[config.mk]
export PLATFORM = sky130hd
export DESIGN_NAME = stack_access_controller_flat
export DESIGN_NICKNAME = d
export VERILOG_FILES = /design/src/rtl/stack_access_controller_if.sv /design/src/rtl/stack_access_controller.sv /design/src/flat_wrapper.sv
export SDC_FILE = /design/constraint.sdc
export NUM_CORES = 1
export LEC_CHECK = 0
export ABC_AREA = 1
export BUFFER_PORTS_ARGS = -buffer_cell sky130_fd_sc_hd__buf_2
export CAP_MARGIN = 20
export CORE_ASPECT_RATIO = 1.25
export CORE_UTILIZATION = 47
export DETAILED_ROUTE_END_ITERATION = 7
export PLACE_DENSITY = 0.86
export SETUP_SLACK_MARGIN = 0.02
export SYNTH_ARGS = -nofsm -noshare
export SYNTH_HDL_FRONTEND = slang
export SYNTH_SLANG_ARGS = --single-unit
[constraint.sdc]
create_clock -name CLK -period 1.91 [get_ports CLK]
set_input_delay 0.382 -clock CLK [delete_from_list [all_inputs] [get_ports CLK]]
set_output_delay 0.382 -clock CLK [all_outputs]
set_load 0.005 [all_outputs]
[src/rtl/stack_access_controller_if.sv]
// Data-memory port of the stack access controller.
// Single-word request with a ready handshake.
interface stack_access_controller_if #(
  parameter int Width = 32
);
  logic [Width-1:0] MemAddr;
  logic [Width-1:0] MemWData;
  logic             MemWrite;
  logic             MemRead;
  logic [Width-1:0] MemRData;
  logic             MemReady;

  modport master (
    output MemAddr,
    output MemWData,
    output MemWrite,
    output MemRead,
    input  MemRData,
    input  MemReady
  );

  modport slave (
    input  MemAddr,
    input  MemWData,
    input  MemWrite,
    input  MemRead,
    output MemRData,
    output MemReady
  );
endinterface

[src/rtl/stack_access_controller.sv]
// Full-descending stack push/pop sequencer with SP write-back.
// Define STACK_WATERMARK_EN to add MinSP/DepthMax tracking.
module stack_access_controller #(
  parameter int               Width      = 32,
  parameter logic [Width-1:0] StackBase  = 32'h00000AF0,
  parameter logic [Width-1:0] StackLimit = 32'h00000A00,
  parameter int               WordBytes  = 4
) (
  input  logic             CLK,
  input  logic             Reset,
  input  logic             PushReq,
  input  logic             PopReq,
  input  logic [Width-1:0] PushData,
  output logic             ReqReady,
  output logic             Done,
  output logic             Error,
  output logic [Width-1:0] PopData,
  input  logic [Width-1:0] SPCurrent,
  output logic             SPWrite,
  output logic [Width-1:0] SPNext,
  stack_access_controller_if.master Mem
`ifdef STACK_WATERMARK_EN
  ,
  output logic [Width-1:0] MinSP,
  output logic [Width-1:0] DepthMax
`endif
);

  typedef enum logic [1:0] {
    IDLE,
    PUSH_WR,
    POP_RD,
    FINISH
  } state_t;

  localparam logic [Width-1:0] Step = Width'(WordBytes);

  state_t           state, state_d;
  logic [Width-1:0] addr_q;
  logic [Width-1:0] wdata_q;
  logic [Width-1:0] spnext_q;
  logic [Width-1:0] popdata_q;
  logic             spw_q;
  logic             err_q;

  logic [Width-1:0] push_addr;
  logic             ovf;
  logic             udf;

  assign push_addr = SPCurrent - Step;
  // SP below one word would wrap the subtraction.
  assign ovf = (SPCurrent < Step) || (push_addr < StackLimit);
  assign udf = (SPCurrent >= StackBase);

  always_ff @(posedge CLK or negedge Reset) begin
    if (!Reset) state <= IDLE;
    else        state <= state_d;
  end

  always_comb begin
    state_d = state;
    case (state)
      IDLE: begin
        if (PushReq)     state_d = ovf ? FINISH : PUSH_WR;
        else if (PopReq) state_d = udf ? FINISH : POP_RD;
      end
      PUSH_WR: if (Mem.MemReady) state_d = FINISH;
      POP_RD:  if (Mem.MemReady) state_d = FINISH;
      FINISH:  state_d = IDLE;
      default: state_d = IDLE;
    endcase
  end

  always_ff @(posedge CLK or negedge Reset) begin
    if (!Reset) begin
      addr_q    <= '0;
      wdata_q   <= '0;
      spnext_q  <= '0;
      popdata_q <= '0;
      spw_q     <= 1'b0;
      err_q     <= 1'b0;
    end else begin
      spw_q <= 1'b0;
      case (state)
        IDLE: begin
          if (PushReq) begin
            err_q <= ovf;
            if (!ovf) begin
              addr_q  <= push_addr;
              wdata_q <= PushData;
            end
          end else if (PopReq) begin
            err_q <= udf;
            if (!udf) begin
              addr_q   <= SPCurrent;
              spnext_q <= SPCurrent + Step;
            end
          end
        end
        PUSH_WR: begin
          if (Mem.MemReady) begin
            spnext_q <= addr_q;
            spw_q    <= 1'b1;
          end
        end
        POP_RD: begin
          if (Mem.MemReady) begin
            popdata_q <= Mem.MemRData;
            spw_q     <= 1'b1;
          end
        end
        default: ;
      endcase
    end
  end

  // Strobes decode straight from state so a reset drops them at once.
  assign ReqReady     = (state == IDLE);
  assign Done         = (state == FINISH);
  assign Error        = err_q && (state == FINISH);
  assign SPWrite      = spw_q;
  assign SPNext       = spnext_q;
  assign PopData      = popdata_q;
  assign Mem.MemAddr  = addr_q;
  assign Mem.MemWData = wdata_q;
  assign Mem.MemWrite = (state == PUSH_WR);
  assign Mem.MemRead  = (state == POP_RD);

`ifdef STACK_WATERMARK_EN
  logic [Width-1:0] min_sp_q;

  always_ff @(posedge CLK or negedge Reset) begin
    if (!Reset) begin
      min_sp_q <= StackBase;
    end else if (state == PUSH_WR && Mem.MemReady) begin
      if (addr_q < min_sp_q) min_sp_q <= addr_q;
    end
  end

  assign MinSP    = min_sp_q;
  assign DepthMax = (StackBase - min_sp_q) / Step;
`endif

endmodule

[src/flat_wrapper.sv]
// flat-port wrapper written by rule: the top's interface ports become plain ports
module stack_access_controller_flat 
#(
  parameter int               Width      = 32,
  parameter logic [Width-1:0] StackBase  = 32'h00000AF0,
  parameter logic [Width-1:0] StackLimit = 32'h00000A00,
  parameter int               WordBytes  = 4
)
  (CLK, Reset, PushReq, PopReq, PushData, ReqReady, Done, Error, PopData, SPCurrent, SPWrite, SPNext, Mem_MemAddr, Mem_MemWData, Mem_MemWrite, Mem_MemRead, Mem_MemRData, Mem_MemReady);
  stack_access_controller_if #(.Width(Width)) Mem_i ();
  input  logic CLK;
  input  logic Reset;
  input  logic PushReq;
  input  logic PopReq;
  input  logic [Width-1:0] PushData;
  output logic ReqReady;
  output logic Done;
  output logic Error;
  output logic [Width-1:0] PopData;
  input  logic [Width-1:0] SPCurrent;
  output logic SPWrite;
  output logic [Width-1:0] SPNext;
  output wire logic [$bits(Mem_i.MemAddr)-1:0] Mem_MemAddr;
  output wire logic [$bits(Mem_i.MemWData)-1:0] Mem_MemWData;
  output wire logic [$bits(Mem_i.MemWrite)-1:0] Mem_MemWrite;
  output wire logic [$bits(Mem_i.MemRead)-1:0] Mem_MemRead;
  input wire logic [$bits(Mem_i.MemRData)-1:0] Mem_MemRData;
  input wire logic [$bits(Mem_i.MemReady)-1:0] Mem_MemReady;
  assign Mem_MemAddr = Mem_i.MemAddr;
  assign Mem_MemWData = Mem_i.MemWData;
  assign Mem_MemWrite = Mem_i.MemWrite;
  assign Mem_MemRead = Mem_i.MemRead;
  assign Mem_i.MemRData = Mem_MemRData;
  assign Mem_i.MemReady = Mem_MemReady;
  stack_access_controller #(.Width(Width), .StackBase(StackBase), .StackLimit(StackLimit), .WordBytes(WordBytes)) u_core (.CLK(CLK), .Reset(Reset), .PushReq(PushReq), .PopReq(PopReq), .PushData(PushData), .ReqReady(ReqReady), .Done(Done), .Error(Error), .PopData(PopData), .SPCurrent(SPCurrent), .SPWrite(SPWrite), .SPNext(SPNext), .Mem(Mem_i));
endmodule
==> reports/metrics.cfg <==
[yosys]
synth_area_um2 = 7264
synth_top_cell_area_share = 0.4547
synth.most_common_cell = nand2_1
async_flop_share = 1.000
yosysSeqAreaShare = 0.4547
synth-seq-cells = 132
yosys_most_used_dff = dfrtp_1
muxShareOfSynthArea = 0.04960
synth_area_per_cell_um2 = 7.992
yosys-top-cells-count = nand2_1, dfrtp_1, nor2_1
synth_edf_count = 0
synth-adder-area-share = 0.01206
synth_cells = 909
yosysWarnings = 0
synth_compound_area_frac = 0.08353
syn-num-nets = 1017
synth_cell_type_count = 36
synth_top_family_by_area = simple AND/OR/NAND/NOR gates
synthTopCellsByArea = dfrtp_1, nand2_1, o21ai_0
synthXorXnorAreaFrac = 0.02652
synthSimpleGateAreaFrac = 0.2918
yosys.area.top_type = dfrtp_1

[timing]
period_share = 1.138
setup_viol = 66
timing.final.crit_period_ns = 2.173
clock_skew_ns = 0.008183
drv_slew = 0
timing.slew.headroom = 0.6121
finalHoldViolations = 0
fmax_ghz = 0.4602
max_slew.worst_pin.slew_ns = 0.5758
worst_slack_ns = -0.2632
rsz0062_at_grt = yes

[grt]
grt-ovfl-total = 0
antenna_found_initial = 1
grt_max_degree = 38
grt_pass1_vias = 7924
grt_use_total = 0.3239
grt_pass1_wl_mm = 39.75

[place]
place.gp.congestion = 0.9755
pre_cts_slack_ns = -0.6213
port-buffer-count = 234
hpwl_mm = 17.20
dp.cells = 1409

[clock_tree]
cts_max_level = 4
clkTransAtPathRegs_ns = 0.06
clock_sinks = 132
cts_root_buf = clkbuf_16
cts_made_buffers = 17
cts_buffer_depth = 2
clkLatencyLatePin_ns = 0.41
cts_tree = yes

[die]
rows = 50
core_um2 = 15010
die_area_um2 = 15960
start_util = 0.4838
io_pins = 235
die_h_um = 141
die_x_um = 113.2

[cells_and_area]
drive_gt1_frac = 0.5278
area_growth_syn_to_layout_pct = 62.38
instances_no_fill = 1496
nets = 1408

[route]
vias_per_cell = 5.540
dr_wl_met2_mm = 14.47
drt_iter0_markers = 917
dr.pass1.iters = 5
top_layer = met4
drc = 0
ant_nets = 0
drt-met1-wl_mm = 9.830
wl_met3_mm = 2.079
routed_wl_mm = 28.75
wl_per_cell_um = 19.22
vias = 8288

[power_and_ir_drop]
power_density_nw_per_um2 = 1411
peakVddDrop_uv = 833.6
total_power_mw = 16.64
p_leak_nw = 6.194

[run_status]
violations = setup timing
status = complete, but fails checks

[worst_hold_path]
min_path_type = input port to flip-flop
whs_path_depth = 2
hp-start = Mem_MemRData[0]
min_to = u_core.PopData[0]

[worst_setup_path]
cp.arrival_ns = 2.51
endpoint_kind = flip-flop
rr_worst_depth = 8
r2r-end = u_core.Mem.MemAddr[19]
worstPathRequired_ns = 2.24
startpoint_type = input port
path_max_fanout = 8
r2r-start = u_core.state[0]
regToRegSetupSlack_ns = 0.05
critPathKind = input port to flip-flop

[job]
max-cap-violations = 0

==> flip-flops by register name, summed over array words and instances, names as in the netlist <==
name                 cells
u_core.PopData          32
u_core.state             2
u_core.Mem.MemWData     32
u_core.SPNext           32
u_core.SPWrite           1
u_core.Mem.MemAddr      32
u_core.err_q             1
==> power breakdown <==
group          total [mW]  internal, mW  switching, mW  leakage [nW]
registers            5.27          4.19           1.08          1.61
clock network        3.35          2.12           1.22         0.296
logic                8.03          3.89           4.14          4.29
total                16.6          10.2           6.45          6.19
==> cells by family after synthesis <==
kind of cell,after synthesis
compound gates,116
xor+xnor,22
fa+ha+maj,7
buf+inv,131
flops,132
mux,32
simple gates,469
==> routing by layer <==
| layer | track usage | vias up |
|---|---|---|
| met5 | 0 | - |
| met4 | 0.2389 | 0 |
| met3 | 0.06234 | 207 |
| met2 | 0.5660 | 556 |
| met1 | 0.3470 | 3828 |
| li1 | - | 3697 |
==> area by class of cell <==
type | instances | area, µm²
inverter | 93 | 361.6
tap | 182 | 227.7
timing repair buffer | 406 | 3064
multi-input combinational | 650 | 4224
antenna | 1 | 2.502
clock buffer | 20 | 456.7
sequential | 132 | 3304
fill | 888 | 3218
clock inverter | 12 | 155.1
==> cells in the final DEF, fill, tap and decap left out, types with 5 or more instances in the layout <==
master	n
nand3_4	6
nand2_8	5
buf_12	17
a31oi_1	11
nor2_1	60
nand2_2	62
nor3_1	7
buf_6	19
o21ai_0	59
buf_2	224
nor2_2	24
clkinv_4	5
inv_1	79
dfrtp_1	131
nand2_1	188
buf_16	8
o21ai_2	17
buf_4	126
xor2_1	20
nand3_1	21
mux2_2	32
o21ai_1	17
nor2_4	18
clkbuf_16	20
nand3_2	36
nand2_4	28
inv_2	10
nand4_1	8
buf_8	7
a21oi_1	7
==> worst max-delay path, cell delays in order <==
cell	delay, ns
buf_8	0.11
inv_4	0.06
ha_4	0.15
nand2_4	0.06
nor2_4	0.10
buf_12	0.13
buf_6	0.10
nand3_2	0.07
nand2_2	0.08
nand2_1	0.07
nor2_1	0.14
nand3_1	0.12
nor2_2	0.14
nand2_2	0.08
nand3_4	0.09
buf_8	0.13
buf_12	0.12
buf_8	0.13
nand3_2	0.10
nand2_1	0.13
==> worst max path at each step <==
stage                      start  cells after the start  slack, ns                      to
finish              SPCurrent[3]                     20      -0.26  u_core.Mem.MemAddr[19]
CTS                 SPCurrent[2]                     20      -0.06  u_core.Mem.MemAddr[24]
detailed placement  SPCurrent[3]                     17      -0.62  u_core.Mem.MemAddr[21]
global placement    SPCurrent[6]                     16      -0.54   u_core.Mem.MemAddr[8]
global route        SPCurrent[9]                     18      -0.35   u_core.Mem.MemAddr[4]
floorplan           SPCurrent[9]                     17      -0.10         u_core.state[1]
==> timing repair <==
| action | in CTS | in global routing |
|---|---|---|
| cloned | 13 | 3 |
| resized for setup | 154 | 155 |
| buffers inserted | 28 | 10 |
| setup endpoints to repair | 69 | 100 |
| hold buffers | 1 | 0 |
| endpoints found under the hold margin | 33 | 0 |
| pin swaps | 36 | 60 |
==> metrics by stage <==
step / cell area (µm²) / hold slack (ns) / util / setup TNS [ns]
3_3_place_gp: 9507 / 0.3002 / 0.6332 / -42.76
5_1_grt: 11800 / 0.1862 / 0.7857 / -17.39
4_1_cts: 11130 / 0.1802 / 0.7413 / -0.9070
6_report: 11800 / 0.2024 / 0.7857 / -11.37
3_5_place_dp: 9507 / 0.3058 / 0.6332 / -47.47
2_1_floorplan: 7343 / 0.08641 / - / -4.027
Power figures use the tool's default switching activity.
